==> src/rtl/rd_ps_ddr3_pkg.sv <==
`default_nettype none
// ============================================================================
// Module      : rd_ps_ddr3_pkg
// Description : Shared definitions for the PS DDR MM2S read path. Holds the
//               DataMover command field layout, the fixed TYPE/EOF bits, the
//               read FSM state encoding and a command builder.
// Revision    : 1.0  initial release
// ============================================================================
package rd_ps_ddr3_pkg;

  // MM2S command word layout (72 bits):
  //   [71:64] reserved/tag, [63:32] address, [31] DRR, [30] EOF,
  //   [29:24] DSA, [23] TYPE, [22:0] BTT
  localparam int c_cmd_w    = 72;
  localparam int c_btt_lsb  = 0;
  localparam int c_btt_w    = 23;
  localparam int c_type_bit = 23;
  localparam int c_eof_bit  = 30;
  localparam int c_addr_lsb = 32;
  localparam int c_addr_w   = 32;

  localparam logic c_w_type = 1'b1;  // INCR burst
  localparam logic c_eof    = 1'b1;

  localparam int c_nbeat_w = 20;     // length[22:3]
  localparam int c_beat_w  = 64;
  localparam int c_word_w  = 32;

  typedef enum logic [2:0] {
    ST_IDLE  = 3'd0,
    ST_CMD   = 3'd1,
    ST_DATA  = 3'd2,
    ST_DRAIN = 3'd3,
    ST_DONE  = 3'd4
  } state_t;

  function automatic logic [c_cmd_w-1:0] build_cmd(
    input logic [c_addr_w-1:0]  addr,
    input logic [c_nbeat_w-1:0] nbeats
  );
    logic [c_cmd_w-1:0] v_cmd;
    v_cmd                          = '0;
    v_cmd[c_addr_lsb +: c_addr_w]  = addr;
    v_cmd[c_eof_bit]               = c_eof;
    v_cmd[c_type_bit]              = c_w_type;
    v_cmd[c_btt_lsb +: c_btt_w]    = {nbeats, 3'b000};
    return v_cmd;
  endfunction

endpackage
`default_nettype wire

==> src/rtl/rd_ps_ddr3_dwc.sv <==
`default_nettype none
// ============================================================================
// Module      : rd_ps_ddr3_dwc
// Description : FIFO_DEPTH x 64-bit beat buffer followed by a 64->32 splitter.
//               The low half of the head beat is presented first, then the
//               high half; the beat is popped once its high half is taken.
// Ports       : clk/rst         clock, asynchronous active-high reset
//               i_push*         beat write (data + tlast flag)
//               o_full/o_empty  buffer status
//               i_ready         downstream accept
//               o_valid/o_data/o_last  32-bit output stream
// Revision    : 1.0  initial release
// ============================================================================
module rd_ps_ddr3_dwc
  import rd_ps_ddr3_pkg::*;
#(
  parameter int FIFO_DEPTH = 16
) (
  input  logic                clk,
  input  logic                rst,
  input  logic                i_push,
  input  logic [c_beat_w-1:0] i_push_data,
  input  logic                i_push_last,
  output logic                o_full,
  output logic                o_empty,
  input  logic                i_ready,
  output logic                o_valid,
  output logic [c_word_w-1:0] o_data,
  output logic                o_last
);

  localparam int             c_aw    = $clog2(FIFO_DEPTH);
  localparam logic [c_aw:0]  c_depth = (c_aw+1)'(FIFO_DEPTH);

  // Each entry carries the beat plus its tlast flag in the top bit.
  logic [c_beat_w:0] r_mem [FIFO_DEPTH];
  logic [c_aw-1:0]   r_wr_ptr;
  logic [c_aw-1:0]   r_rd_ptr;
  logic [c_aw:0]     r_count;
  logic              r_half;
  logic [c_beat_w:0] w_head;
  logic              w_xfer;
  logic              w_push;
  logic              w_pop;

  assign o_empty = (r_count == '0);
  assign o_full  = (r_count == c_depth);
  assign o_valid = ~o_empty;
  assign w_head  = r_mem[r_rd_ptr];
  assign w_xfer  = o_valid & i_ready;
  assign w_pop   = w_xfer & r_half;
  // A push into a full buffer is only safe when the head leaves in the same cycle.
  assign w_push  = i_push & (~o_full | w_pop);

  // Data forced to zero while empty so the output never shows stale memory.
  assign o_data = o_valid ? (r_half ? w_head[63:32] : w_head[31:0]) : '0;
  assign o_last = o_valid & r_half & w_head[c_beat_w];

  always_ff @(posedge clk) begin
    if (w_push) begin
      r_mem[r_wr_ptr] <= {i_push_last, i_push_data};
    end
  end

  always_ff @(posedge clk or posedge rst) begin
    if (rst) begin
      r_wr_ptr <= '0;
      r_rd_ptr <= '0;
      r_count  <= '0;
      r_half   <= 1'b0;
    end else begin
      if (w_push) begin
        r_wr_ptr <= r_wr_ptr + c_aw'(1);
      end
      if (w_pop) begin
        r_rd_ptr <= r_rd_ptr + c_aw'(1);
      end
      if (w_xfer) begin
        r_half <= ~r_half;
      end
      case ({w_push, w_pop})
        2'b10:   r_count <= r_count + (c_aw+1)'(1);
        2'b01:   r_count <= r_count - (c_aw+1)'(1);
        default: r_count <= r_count;
      endcase
    end
  end

endmodule
`default_nettype wire

==> src/rtl/rd_ps_ddr3.sv <==
`default_nettype none
// ============================================================================
// Module      : rd_ps_ddr3
// Description : Reads one block from PS DDR via the DataMover MM2S channel and
//               streams it to PL logic as 32-bit words, low half of each beat
//               first.
// Ports       : clk_ps/rst               clock, asynchronous active-high reset
//               ps_ddr_rd_start/addr/length   request (rising edge starts)
//               ps_ddr_rd_valid/ready/data/last  32-bit output stream
//               ps_ddr_rd_busy/done/err  status
//               m_axis_mm2s_cmd_*        72-bit DataMover command
//               m_axis_mm2s_*            64-bit read data from DataMover
// Revision    : 1.0  initial release
// ============================================================================
module rd_ps_ddr3
  import rd_ps_ddr3_pkg::*;
#(
  parameter int FIFO_DEPTH = 16
) (
  input  logic               clk_ps,
  input  logic               rst,
  input  logic               ps_ddr_rd_start,
  input  logic [31:0]        ps_ddr_rd_addr,
  input  logic [31:0]        ps_ddr_rd_length,
  input  logic               ps_ddr_rd_ready,
  output logic               ps_ddr_rd_valid,
  output logic [31:0]        ps_ddr_rd_data,
  output logic               ps_ddr_rd_last,
  output logic               ps_ddr_rd_busy,
  output logic               ps_ddr_rd_done,
  output logic               ps_ddr_rd_err,
  input  logic               m_axis_mm2s_cmd_tready,
  output logic               m_axis_mm2s_cmd_tvalid,
  output logic [c_cmd_w-1:0] m_axis_mm2s_cmd_tdata,
  input  logic               m_axis_mm2s_tvalid,
  input  logic [63:0]        m_axis_mm2s_tdata,
  input  logic [7:0]         m_axis_mm2s_tkeep,
  input  logic               m_axis_mm2s_tlast,
  output logic               m_axis_mm2s_tready
);

  state_t               r_state;
  state_t               w_state_nxt;
  logic                 r_catch;
  logic                 r_sync;
  logic                 w_rise;
  logic                 w_start_ok;
  logic [31:0]          r_addr;
  logic [c_nbeat_w-1:0] r_nbeats;
  logic [c_nbeat_w-1:0] r_beat_cnt;
  logic [c_nbeat_w-1:0] w_last_idx;
  logic                 r_err;
  logic                 w_beat_acc;
  logic                 w_full;
  logic                 w_empty;
  logic                 w_unused;

  // Full beats only; residual byte count below 8 is dropped.
  assign w_unused = ^{m_axis_mm2s_tkeep, ps_ddr_rd_length[31:23], ps_ddr_rd_length[2:0]};

  assign w_rise     = r_catch & ~r_sync;
  assign w_start_ok = w_rise & (r_state == ST_IDLE);
  assign w_last_idx = r_nbeats - c_nbeat_w'(1);

  assign m_axis_mm2s_tready = (r_state == ST_DATA) & ~w_full;
  assign w_beat_acc         = m_axis_mm2s_tvalid & m_axis_mm2s_tready;

  assign m_axis_mm2s_cmd_tdata = (r_state == ST_CMD) ? build_cmd(r_addr, r_nbeats) : '0;
  assign ps_ddr_rd_err         = r_err;

  always_ff @(posedge clk_ps or posedge rst) begin
    if (rst) begin
      r_catch <= 1'b0;
      r_sync  <= 1'b0;
    end else begin
      r_catch <= ps_ddr_rd_start;
      r_sync  <= r_catch;
    end
  end

  always_ff @(posedge clk_ps or posedge rst) begin
    if (rst) begin
      r_state <= ST_IDLE;
    end else begin
      r_state <= w_state_nxt;
    end
  end

  always_ff @(posedge clk_ps or posedge rst) begin
    if (rst) begin
      r_addr     <= '0;
      r_nbeats   <= '0;
      r_beat_cnt <= '0;
      r_err      <= 1'b0;
    end else if (w_start_ok) begin
      r_addr     <= ps_ddr_rd_addr;
      r_nbeats   <= ps_ddr_rd_length[22:3];
      r_beat_cnt <= '0;
      r_err      <= 1'b0;
    end else if (w_beat_acc) begin
      r_beat_cnt <= r_beat_cnt + c_nbeat_w'(1);
      // tlast must coincide exactly with the final expected beat; either an
      // early tlast or a missing one on beat N-1 flags the mismatch.
      if (m_axis_mm2s_tlast != (r_beat_cnt == w_last_idx)) begin
        r_err <= 1'b1;
      end
    end
  end

  always_comb begin
    w_state_nxt            = r_state;
    ps_ddr_rd_busy         = 1'b0;
    ps_ddr_rd_done         = 1'b0;
    m_axis_mm2s_cmd_tvalid = 1'b0;
    case (r_state)
      ST_IDLE: begin
        if (w_rise) begin
          w_state_nxt = (ps_ddr_rd_length[22:3] == '0) ? ST_DONE : ST_CMD;
        end
      end
      ST_CMD: begin
        ps_ddr_rd_busy         = 1'b1;
        m_axis_mm2s_cmd_tvalid = 1'b1;
        if (m_axis_mm2s_cmd_tready) begin
          w_state_nxt = ST_DATA;
        end
      end
      ST_DATA: begin
        ps_ddr_rd_busy = 1'b1;
        if (w_beat_acc && m_axis_mm2s_tlast) begin
          w_state_nxt = ST_DRAIN;
        end
      end
      ST_DRAIN: begin
        ps_ddr_rd_busy = 1'b1;
        // Buffer empties only when the high half of the last beat is taken.
        if (w_empty) begin
          w_state_nxt = ST_DONE;
        end
      end
      ST_DONE: begin
        ps_ddr_rd_busy = 1'b1;
        ps_ddr_rd_done = 1'b1;
        w_state_nxt    = ST_IDLE;
      end
      default: begin
        w_state_nxt = ST_IDLE;
      end
    endcase
  end

  rd_ps_ddr3_dwc #(
    .FIFO_DEPTH (FIFO_DEPTH)
  ) u_dwc (
    .clk         (clk_ps),
    .rst         (rst),
    .i_push      (w_beat_acc),
    .i_push_data (m_axis_mm2s_tdata),
    .i_push_last (m_axis_mm2s_tlast),
    .o_full      (w_full),
    .o_empty     (w_empty),
    .i_ready     (ps_ddr_rd_ready),
    .o_valid     (ps_ddr_rd_valid),
    .o_data      (ps_ddr_rd_data),
    .o_last      (ps_ddr_rd_last)
  );

endmodule
`default_nettype wire
==> config.mk <==
export PLATFORM = sky130hd
export DESIGN_NAME = rd_ps_ddr3
export DESIGN_NICKNAME = d
export VERILOG_FILES = /design/src/rtl/rd_ps_ddr3_pkg.sv /design/src/rtl/rd_ps_ddr3_dwc.sv /design/src/rtl/rd_ps_ddr3.sv
export SDC_FILE = /design/constraint.sdc
export NUM_CORES = 1
export LEC_CHECK = 0
export ABC_CLOCK_PERIOD_IN_PS = 9550
export CAP_MARGIN = 10
export CORE_ASPECT_RATIO = 0.75
export CORE_MARGIN = 3
export CORE_UTILIZATION = 55
export CTS_BUF_LIST = sky130_fd_sc_hd__clkbuf_4 sky130_fd_sc_hd__clkbuf_8
export CTS_CLUSTER_DIAMETER = 120
export DETAILED_ROUTE_END_ITERATION = 10
export PLACE_DENSITY_LB_ADDON = 0.08
export SYNTH_ARGS = -nofsm -noshare
export SYNTH_HDL_FRONTEND = slang
export SYNTH_SLANG_ARGS = --single-unit
export TNS_END_PERCENT = 100
==> constraint.sdc <==
create_clock -name clk_ps -period 9.55 [get_ports clk_ps]
set_clock_uncertainty 0.2 [all_clocks]
set_input_delay 1.91 -clock clk_ps [delete_from_list [all_inputs] [get_ports clk_ps]]
set_output_delay 1.91 -clock clk_ps [all_outputs]
set_load 0.005 [all_outputs]
**Word-level counts from Yosys, hierarchy flattened**

Memory sizes are Yosys's and may differ from the RTL's.
Cells that the tools add are included.

- Add/subtract/negate cells: 6
- Multiply operators: 0
- Divide/modulo/power cells: 0
- $lt $le $gt $ge: 0
- Equal/unequal tests: 13
- Shift operators: 0
- Multiplexer cells: 20
- Bitwise operators: 14
- Reduce and logical (&&, ||, !) cells: 10

Operators by type and width:

| kind | count |
|---|---|
| $mux 32 | 2 |
| $mux 64 | 1 |
| $mux 20 | 2 |
| $add 20x1->20 const B | 1 |
| $eq 20x20->1 | 1 |
| $logic_not 20->1 | 1 |
| $sub 20x1->20 const B | 1 |
| $mux 3 | 5 |
| $pmux 3 s4 | 1 |
| $pmux 5 s2 | 1 |
| $and 1x1->1 | 9 |
| $add 4x1->4 const B | 2 |
| $mux 1 | 8 |
| $eq 3x2->1 const B | 2 |
| $reduce_bool 2->1 | 3 |
| $add 5x1->5 const B | 1 |
| $eq 5x5->1 const B | 1 |
| $logic_not 5->1 | 1 |
| $sub 5x1->5 const B | 1 |
| $ne 2x1->1 const B | 2 |
| $ne 2x2->1 const B | 2 |
| $not 1->1 | 4 |
| $reduce_and 4->1 | 1 |
| $reduce_or 4->1 | 1 |
| other kinds (9) | 9 |

- Register bits after elaboration: 92
- Latch bits: 0
- RAM bits: 1040
- ROM bits: 0
- Input bits: 143
- Output and inout bits: 111
- Memories kept: 1

Memory list:

| memory | words | bits a word | read ports | clocked after memory_dff | write ports | RTL line | source |
|---|---|---|---|---|---|---|---|
| u_dwc.r_mem | 16 | 65 | 1 | 0 | 1 | rd_ps_ddr3_dwc.sv:36 | `logic [c_beat_w:0] r_mem [FIFO_DEPTH];` |

**Depth between registers and ports, before layout**

Gate-level depths: netlist of the first run.

- Word-level depth: 8
- Gate-level depth with buffers: 13

**By module**

Synthesis of the first run repeated with hierarchy kept, for this count alone.

- Cells, all modules: 2413
- Area, all modules: 45280.9 um2

By module, submodules not included:

| module | times used | cells an instance | area an instance (um2) | sequential area each (um2) |
|---|---|---|---|---|
| rd_ps_ddr3_dwc | 1 | 1969 | 40785.4 | 31580.3 |
| rd_ps_ddr3 | 1 | 444 | 4495.6 | 1951.9 |

**Worst setup path before layout of the first run**

No wires, ideal clock.

- Path kind: input to register
- From: input port m_axis_mm2s_tvalid
- To: memory u_dwc.r_mem[3][0] (netlist bit), enable pin
- Setup time: 0.568 ns
- Arrival time: 7.096 ns
- Slack: 1.687 ns
- Stages on the path: 5
- Cell sequence: inv_1 -> a211oi_4 -> buf_2 -> nand2_1 -> nor3_1

- Longest elaborated chain between the ends: 4

RTL lines:

| item | RTL line | source |
|---|---|---|
| from (decl) | rd_ps_ddr3.sv:35 | `input logic m_axis_mm2s_tvalid,` |
| $and 1x1->1 | rd_ps_ddr3.sv:66 | `assign w_beat_acc = m_axis_mm2s_tvalid & m_axis_mm2s_tready;` |
| $and 1x1->1 | rd_ps_ddr3_dwc.sv:53 | `assign w_push = i_push & (~o_full \| w_pop);` |
| $mux 1 | rd_ps_ddr3_dwc.sv:60 | `if (w_push) begin` |
| $mux 1 (not written as such) | rd_ps_ddr3_dwc.sv:61 | `r_mem[r_wr_ptr] <= {i_push_last, i_push_data};` |
| to (decl) | rd_ps_ddr3_dwc.sv:36 |  |

Every way passes these cells.

**Final worst setup path of the first run**

- From: register u_dwc.r_rd_ptr[0]
- To: output port ps_ddr_rd_data[17]

- Longest elaborated chain between the ends: 3

RTL lines:

| item | RTL line | source |
|---|---|---|
| from (decl) | rd_ps_ddr3_dwc.sv:38 | `logic [c_aw-1:0] r_rd_ptr;` |
| from (signal assigned) | rd_ps_ddr3_dwc.sv:76 | `r_rd_ptr <= r_rd_ptr + c_aw'(1);` |
| $mem_v2 16x65 | n/a |  |
| $mux 32 (2 in series) | rd_ps_ddr3_dwc.sv:56 | `assign o_data = o_valid ? (r_half ? w_head[63:32] : w_head[31:0]) : '0;` |
| to (decl) | rd_ps_ddr3.sv:27 | `output logic [31:0] ps_ddr_rd_data,` |

Every way passes these cells.

==> results of run 1 <==
[synth_stat cells (all sizes together)]
master	number	area (um2)
mux4	325	7320
and2	55	345
buf	62	354
and4	3	26.3
clkbuf	64	240
nor4	13	118
or3b	1	11.3
a21o	2	15.0
dfrtp	92	2300
nand4	14	100
or2	1	6.26
o31a	1	10.0
fa	1	20.0
nand2	26	97.6
nor3b	2	26.3
conb	1	3.75
or4	1	11.3
ha	11	138
nand2b	3	18.8
nand3	11	55.1
o22ai	1	6.26
a211oi	3	35.0
o21ai	17	88.8
inv	12	45.0
edfxtp	1040	31200
a31oi	2	12.5
mux2i	36	360
nor2	76	285
nand3b	1	7.51
nor2b	1	6.26
xor2	22	193
nand4b	3	26.3
a21oi	9	45.0
nor3	13	75.1
mux2	51	574
and3	6	37.5
xnor2	39	342
a311oi	1	8.76
o311ai	1	8.76
o211ai	1	12.5
or3	3	18.8
a2111oi	1	27.5
[flip-flops by register name (all words and copies together), names as in the netlist]
register	cells
r_addr	32
r_sync	1
u_dwc.r_rd_ptr	4
u_dwc.r_wr_ptr	4
r_state	3
u_dwc.r_count	5
ps_ddr_rd_err	1
u_dwc.r_mem	1040
r_nbeats	20
u_dwc.r_half	1
r_beat_cnt	20
r_catch	1
[cells in the final DEF, fill, tap and decap left out, types with 4 or more instances in the layout]
| cell | count |
|---|---|
| nor2_1 | 64 |
| dfrtp_1 | 87 |
| dfrtp_4 | 4 |
| edfxtp_1 | 1040 |
| clkinvlp_4 | 4 |
| clkbuf_4 | 63 |
| buf_4 | 45 |
| o21ai_0 | 15 |
| nor3_2 | 6 |
| xor2_1 | 22 |
| and3_1 | 6 |
| nand3_1 | 11 |
| mux2i_1 | 36 |
| conb_1 | 18 |
| nor3_1 | 7 |
| clkdlybuf4s50_1 | 215 |
| ha_1 | 11 |
| mux4_2 | 325 |
| xnor2_1 | 39 |
| nand4_1 | 12 |
| nor2_4 | 12 |
| clkinv_2 | 10 |
| inv_1 | 10 |
| nor4_1 | 9 |
| clkinv_1 | 31 |
| mux2_2 | 50 |
| and2_1 | 54 |
| a21oi_1 | 9 |
| nand2_1 | 26 |
| clkbuf_8 | 177 |
[how the worst min path moves through the flow]
stage / end / slack, ps / cells past startpoint
floorplan: r_sync$_DFF_PP0_ / 150 / 0
global placement: r_sync$_DFF_PP0_ / 170 / 0
detailed placement: r_sync$_DFF_PP0_ / 180 / 0
CTS: r_sync$_DFF_PP0_ / 190 / 0
global route: r_sync$_DFF_PP0_ / 200 / 0
finish: r_sync$_DFF_PP0_ / 190 / 0
[kinds of logic after synthesis]
kind of cell               Yosys count  synth area share [%]
DFF                               1132                  75.1
and+or+nand+nor                    233                  2.85
muxes                              412                  18.5
xor gates and xnor gates            61                  1.20
adders and majority gates           12                 0.353
other                                1               0.00840
AOI/OAI and AO/OA                   39                 0.605
buffers and inverters              138                  1.43
[power groups by stage]
stage / registers (W) / clock network [W] / logic [W]
floorplan: 0.00602 / 0 / 0.00305
global placement: 0.00629 / 0 / 0.00439
detailed placement: 0.00632 / 0 / 0.00443
CTS: 0.00622 / 0.00389 / 0.00445
global route: 0.00627 / 0.00411 / 0.00468
finish: 0.00621 / 0.00380 / 0.00438
[final cells by class]
class | instances | area share [%]
antenna | 3 | 0.0146
timing repair buffer | 263 | 4.96
clock inverter | 51 | 0.614
tap | 1046 | 2.55
sequential | 1132 | 65.3
inverter | 12 | 0.0926
clock buffer | 240 | 5.66
multi-input combinational | 775 | 20.8
[per-stage QoR]
stage | hold slack, ps | cells | setup slack (ps)
after detailed placement | 179 | 3228 | 3600
after global routing | 201 | 3522 | 2560
after global placement | 169 | 3228 | 3550
after floorplan | 155 | 2045 | 1690
final | 194 | 3522 | 2880
after CTS | 193 | 3519 | 2690
[layer usage]
layer / wire [um] / track usage [%] / vias up
met5: 13 / 0 / -
met4: 2130 / 7.47 / 2
met1: 40100 / 33.1 / 11400
li1: - / - / 9024
met2: 50600 / 39.4 / 735
met3: 6560 / 4.80 / 153
==> metrics.txt, run 1 <==
# TYPE chip_impl_metric gauge
chip_impl_info{name="setup.worst_path.class",value="flop to output pin"} 1
chip_impl_info{name="start_kind",value="flop"} 1
chip_impl_metric{name="total_neg_setup_slack",unit="ps"} 0
chip_impl_metric{name="worst-slew-pin-transition",unit="ps"} 1110
chip_impl_info{name="grt_setup_unrepaired",value="no"} 1
chip_impl_metric{name="worst_vdd_rail_ir_drop",unit="uV"} 342
chip_impl_metric{name="critical_path.max_fanout",unit=""} 88
chip_impl_metric{name="h-tree-depth",unit=""} 4
chip_impl_metric{name="postSynthRegisterBits",unit=""} 1132
chip_impl_metric{name="drt-wirelength-per-cell",unit="um"} 28.2
chip_impl_metric{name="layout.nets",unit=""} 2508
chip_impl_metric{name="largest_net_degree_at_the_start_of_global_routing",unit=""} 130
chip_impl_metric{name="post-route-util",unit="%"} 64.6
chip_impl_info{name="timing.hold.worst.start",value="r_catch$_DFF_PP0_"} 1
chip_impl_metric{name="globalRouteTotalUtil",unit="%"} 24.0
chip_impl_metric{name="ys_warn_count",unit=""} 0
chip_impl_info{name="cts_tree",value="done"} 1
chip_impl_metric{name="cts_max_path_bufs",unit=""} 3
chip_impl_metric{name="layout-drive-gt1-share",unit="%"} 29.4
chip_impl_metric{name="final.min_clock_period",unit="ps"} 6670
chip_impl_metric{name="sequential_share_of_power",unit="%"} 43.2
chip_impl_metric{name="cts_buffers",unit=""} 169
chip_impl_metric{name="total_power",unit="W"} 0.0144
chip_impl_info{name="outcome",value="complete, no violations"} 1
chip_impl_metric{name="postcts_setup_bufs",unit=""} 0
chip_impl_metric{name="worst_ep_required_time",unit="ps"} 7440
chip_impl_metric{name="multiInputGateArea",unit="um2"} 10700
chip_impl_metric{name="max-cap-violations",unit=""} 0
chip_impl_metric{name="number_of_global_route_vias_before_repair",unit=""} 22400
chip_impl_info{name="cp_cell_sequence",value="buf_12, mux4_2, mux4_2, mux2i_1, nor2_1, clkdlybuf4s50_1"} 1
chip_impl_metric{name="timing.final.max_slew_violations",unit=""} 0
chip_impl_metric{name="placedInstanceArea",unit="um2"} 48100
chip_impl_metric{name="critical_path_depth",unit=""} 6
chip_impl_metric{name="grt_antenna_before_repair",unit=""} 5
chip_impl_metric{name="total_leakage_power",unit="nW"} 16.7
chip_impl_info{name="end_kind",value="output pin"} 1
chip_impl_metric{name="switching_power",unit="W"} 0.00422
chip_impl_metric{name="core_area",unit="um2"} 79500
chip_impl_metric{name="count_of_endpoints_failing_hold_in_the_final_timing_report",unit=""} 0
chip_impl_info{name="crit_path_end",value="ps_ddr_rd_data[17]"} 1
chip_impl_metric{name="io-pin-count",unit=""} 254
chip_impl_metric{name="synthesis.area_per_instance",unit="um2"} 22.0
chip_impl_metric{name="buffer_ports.inserted",unit=""} 215
chip_impl_metric{name="clk_pin_slew",unit="ps"} 60
chip_impl_metric{name="route.detailed.drc",unit=""} 0
chip_impl_info{name="worst_setup_path_startpoint",value="u_dwc.r_rd_ptr[0]$_DFFE_PP0P_"} 1
chip_impl_metric{name="cts.hold.buffers_added",unit=""} 0
chip_impl_metric{name="drt_pre_antenna_iters",unit=""} 5
chip_impl_metric{name="cpPeakStageDelay",unit="ps"} 940
chip_impl_metric{name="initial_util",unit="%"} 56.2
chip_impl_metric{name="vias",unit=""} 21300
chip_impl_metric{name="power.density",unit="nW/um2"} 280
chip_impl_metric{name="detail_route.iter0.violations",unit=""} 2019
chip_impl_metric{name="p_clk_share",unit="%"} 26.4
chip_impl_info{name="clock_tree.root_cell",value="clkbuf_8"} 1
chip_impl_metric{name="globalRouteOverflowTotal",unit=""} 0
chip_impl_metric{name="p_sw_share",unit="%"} 29.3
chip_impl_metric{name="clkSinkCount",unit=""} 1132
chip_impl_metric{name="post_drt_via_cell_ratio",unit=""} 6.05
chip_impl_info{name="critical-path-slowest-cell",value="dfrtp_4"} 1
chip_impl_metric{name="place.gp.congestion",unit=""} 0.775
chip_impl_metric{name="die_h",unit="um"} 253
chip_impl_metric{name="synth.cell_area",unit="um2"} 44700
chip_impl_metric{name="internal_power",unit="W"} 0.0102
chip_impl_metric{name="post_route_cell_area",unit="um2"} 51400
chip_impl_metric{name="grt_first_pass_wirelength",unit="um"} 146000
chip_impl_metric{name="worst_ep_arrival_time",unit="ps"} 4560
chip_impl_metric{name="num_rows",unit=""} 89
chip_impl_metric{name="routed_wirelength",unit="um"} 99400
chip_impl_metric{name="yosysUniqueCellTypes",unit=""} 56
chip_impl_metric{name="die_w",unit="um"} 335
chip_impl_metric{name="register_to_register_path_setup_slack",unit="ps"} 5430
chip_impl_metric{name="antenna_left",unit=""} 0
chip_impl_metric{name="combPwrFrac",unit="%"} 30.4
chip_impl_metric{name="depth_of_the_worst_register_to_register_path",unit=""} 7
chip_impl_metric{name="clock.fmax",unit="GHz"} 0.150
chip_impl_metric{name="area.sequential",unit="um2"} 33500
chip_impl_info{name="regToRegEndpoint",value="u_dwc.r_mem[13][10]$_DFFE_PP_"} 1
chip_impl_metric{name="yosysSeqAreaShare",unit="%"} 75.1
chip_impl_info{name="timing.rr.start",value="r_state[1]$_DFFE_PP0P_"} 1
chip_impl_metric{name="finalSetupViolations",unit=""} 0
chip_impl_metric{name="cts.repair.resized",unit=""} 0
chip_impl_metric{name="dieArea",unit="um2"} 84700
chip_impl_metric{name="worstSkewPairLatency",unit="ps"} 800
chip_impl_metric{name="headroom_to_the_max_slew_limit",unit="%"} 25.8
chip_impl_metric{name="layout-area-overhead-vs-synth",unit="%"} 15.0
chip_impl_metric{name="dp.final_hpwl",unit="um"} 51600
chip_impl_info{name="critPathMostFrequentCell",value="mux4_2"} 1
chip_impl_metric{name="path_buf_inv",unit=""} 2
chip_impl_info{name="hold_removal_path_class",value="flop to flop"} 1
chip_impl_metric{name="finalCritPeriodShare",unit="%"} 69.8
chip_impl_info{name="critical_path.top_delay_family",value="multiplexers"} 1
chip_impl_metric{name="synthCells",unit=""} 2028
chip_impl_metric{name="layout.filler_cells",unit=""} 5334
Power figures use the tool's default switching activity.
==> inputs of run 2 (changes only) <==
Settings changed: ABC_CLOCK_PERIOD_IN_PS 9550 to 7000.
Clock period 9.55 ns to 7 ns, I/O delays scaled along.
==> run 2 against run 1 <==
Against the previous run:
- first-iteration DRC count rose by 5.3%
- clock power rose by 36%
- via count rose by 0.26%
- global-route usage rose by 0.36 points
- combinational power rose by 36%
- critical path depth did not move
- critical endpoint is now ps_ddr_rd_data[15]
- sequential power rose by 37%
- design area rose by 0.49%
- die area did not move
- sequential share of layout area fell by 0.32 points
- utilization rose by 0.32 points
- non-clock buffer count fell by 2
==> metrics.txt, run 2 (synthesis results as in run 1) <==
# TYPE chip_impl_metric gauge
chip_impl_metric{name="p_clk_share",unit="%"} 26.4
chip_impl_metric{name="clk_pin_slew",unit="ps"} 60
chip_impl_metric{name="dieArea",unit="um2"} 84700
chip_impl_metric{name="post_drt_via_cell_ratio",unit=""} 6.05
chip_impl_metric{name="sequential_share_of_power",unit="%"} 43.2
chip_impl_metric{name="worst_vdd_rail_ir_drop",unit="uV"} 255
chip_impl_metric{name="worstSkewPairLatency",unit="ps"} 800
chip_impl_metric{name="drt_pre_antenna_iters",unit=""} 7
chip_impl_metric{name="clock.fmax",unit="GHz"} 0.171
chip_impl_info{name="start_kind",value="flop"} 1
chip_impl_metric{name="finalSetupViolations",unit=""} 0
chip_impl_metric{name="io-pin-count",unit=""} 254
chip_impl_metric{name="timing.final.max_slew_violations",unit=""} 0
chip_impl_metric{name="area.sequential",unit="um2"} 33500
chip_impl_metric{name="register_to_register_path_setup_slack",unit="ps"} 3120
chip_impl_info{name="layout_commonest_cell",value="edfxtp_1"} 1
chip_impl_metric{name="antenna_left",unit=""} 0
chip_impl_metric{name="depth_of_the_worst_register_to_register_path",unit=""} 11
chip_impl_info{name="end_kind",value="output pin"} 1
chip_impl_metric{name="clkSinkCount",unit=""} 1132
chip_impl_metric{name="total_neg_setup_slack",unit="ps"} 0
chip_impl_metric{name="cts_max_path_bufs",unit=""} 3
chip_impl_metric{name="buffer_ports.inserted",unit=""} 215
chip_impl_metric{name="layout-area-overhead-vs-synth",unit="%"} 15.6
chip_impl_metric{name="internal_power",unit="W"} 0.0139
chip_impl_metric{name="headroom_to_the_max_slew_limit",unit="%"} 16.5
chip_impl_metric{name="globalRouteTotalUtil",unit="%"} 24.3
chip_impl_metric{name="routed_wirelength",unit="um"} 100000
chip_impl_info{name="outcome",value="complete, no violations"} 1
chip_impl_metric{name="grt_antenna_before_repair",unit=""} 8
chip_impl_metric{name="worst_ep_arrival_time",unit="ps"} 4260
chip_impl_metric{name="min_delay_path_depth",unit=""} 0
chip_impl_metric{name="dp.final_hpwl",unit="um"} 52100
chip_impl_metric{name="vias",unit=""} 21400
chip_impl_metric{name="critical_path.max_fanout",unit=""} 84
chip_impl_metric{name="die_w",unit="um"} 335
chip_impl_metric{name="number_of_global_route_vias_before_repair",unit=""} 22300
chip_impl_info{name="clock_tree.root_cell",value="clkbuf_8"} 1
chip_impl_metric{name="largest_register_ffs",unit=""} 1040
chip_impl_metric{name="postcts_setup_bufs",unit=""} 0
chip_impl_metric{name="globalRouteOverflowTotal",unit=""} 0
chip_impl_metric{name="combPwrFrac",unit="%"} 30.4
chip_impl_metric{name="grt_first_pass_wirelength",unit="um"} 148000
chip_impl_metric{name="final.min_clock_period",unit="ps"} 5860
chip_impl_metric{name="place.gp.congestion",unit=""} 0.802
chip_impl_metric{name="largest_net_degree_at_the_start_of_global_routing",unit=""} 85
chip_impl_metric{name="p_sw_share",unit="%"} 29.3
chip_impl_metric{name="worst-slew-pin-transition",unit="ps"} 1250
chip_impl_metric{name="layout.filler_cells",unit=""} 5299
chip_impl_metric{name="total_leakage_power",unit="nW"} 16.7
chip_impl_metric{name="max-cap-violations",unit=""} 0
chip_impl_metric{name="detail_route.iter0.violations",unit=""} 2126
chip_impl_metric{name="worst_ep_required_time",unit="ps"} 5400
chip_impl_metric{name="placedInstanceArea",unit="um2"} 48400
chip_impl_metric{name="initial_util",unit="%"} 56.2
chip_impl_metric{name="layout-drive-gt1-share",unit="%"} 29.0
chip_impl_metric{name="route.detailed.drc",unit=""} 0
chip_impl_metric{name="core_area",unit="um2"} 79500
chip_impl_metric{name="layout.nets",unit=""} 2507
chip_impl_metric{name="count_of_endpoints_failing_hold_in_the_final_timing_report",unit=""} 0
chip_impl_metric{name="num_rows",unit=""} 89
chip_impl_info{name="grt_setup_unrepaired",value="no"} 1
chip_impl_info{name="cts_tree",value="done"} 1
chip_impl_metric{name="cts.repair.resized",unit=""} 0
chip_impl_metric{name="power.density",unit="nW/um2"} 380
chip_impl_metric{name="multiInputGateArea",unit="um2"} 10700
chip_impl_metric{name="h-tree-depth",unit=""} 4
chip_impl_info{name="layout_common_cells",value="1,040 x edfxtp_1, 325 x mux4_2, 215 x clkdlybuf4s50_1, 179 x clkbuf_8, 87 x dfrtp_1"} 1
chip_impl_info{name="largest-register",value="u_dwc.r_mem"} 1
chip_impl_metric{name="post_route_cell_area",unit="um2"} 51600
chip_impl_metric{name="cts_buffers",unit=""} 170
chip_impl_metric{name="drt-wirelength-per-cell",unit="um"} 28.3
chip_impl_info{name="hold_removal_path_class",value="flop to flop"} 1
chip_impl_info{name="setup.worst_path.class",value="flop to output pin"} 1
chip_impl_metric{name="switching_power",unit="W"} 0.00575
chip_impl_metric{name="die_h",unit="um"} 253
chip_impl_info{name="reg_top3",value="u_dwc.r_mem (1040), r_addr (32)"} 1
chip_impl_metric{name="cts.hold.buffers_added",unit=""} 0
chip_impl_metric{name="finalCritPeriodShare",unit="%"} 83.7
run 2: metal layers:
layer,global-route usage (%),routed length (um),part of all wire (%),up-vias
li1,-,-,-,9044
met1,36.7,43100,43,11400
met2,37.0,48100,48,744
met3,5.13,7130,7.1,136
met4,6.38,1600,1.6,10
met5,0,68,0.068,-
run 2: path summary, 6_finish.rpt:
check,startpoint,end
worst max-delay path,u_dwc.r_rd_ptr[0]$_DFFE_PP0P_,ps_ddr_rd_data[15]
worst min-delay path,r_catch$_DFF_PP0_,r_sync$_DFF_PP0_
worst max register to register,u_dwc.r_count[0]$_DFFE_PP0P_,u_dwc.r_count[4]$_DFFE_PP0P_
worst min register to register,r_catch$_DFF_PP0_,r_sync$_DFF_PP0_
max in group asynchronous,rst,u_dwc.r_rd_ptr[0]$_DFFE_PP0P_
min in group asynchronous,rst,r_addr[14]$_DFFE_PP0P_
run 2: worst max-delay path: stages (launching register included):
cell	delay, ps
dfrtp_4	810
buf_12	540
mux4_2	620
mux4_2	480
mux2i_1	210
nor2_1	110
clkdlybuf4s50_1	490
run 2: area by class of cell:
class / instances / share of cell area (%)
Inverter: 12 / 0.0897
Antenna cell: 3 / 0.0145
Clock buffer: 229 / 5.50
Multi-Input combinational cell: 775 / 20.7
Tap cell: 1046 / 2.54
Timing Repair Buffer: 261 / 5.32
Sequential cell: 1132 / 65.0
Clock inverter: 76 / 0.809
run 2: power groups by stage:
stage          clock [W]  combinational, W  sequential, W
3_5_place_dp           0           0.00604        0.00863
3_3_place_gp           0           0.00598        0.00860
4_1_cts          0.00530           0.00607        0.00850
5_1_grt          0.00563           0.00640        0.00855
6_report         0.00517           0.00597        0.00849
2_1_floorplan          0           0.00416        0.00821
run 2: stage by stage:
stage	instances	total power, W	setup WS (ps)	utilization (%)	hold slack, ps
floorplan	2045	0.0124	1390	-	155
global route	3534	0.0206	944	64.9	205
global placement	3226	0.0146	1980	60.8	166
CTS	3531	0.0199	1050	64.9	184
finish	3534	0.0196	1140	64.9	180
detailed placement	3226	0.0147	1960	60.8	171
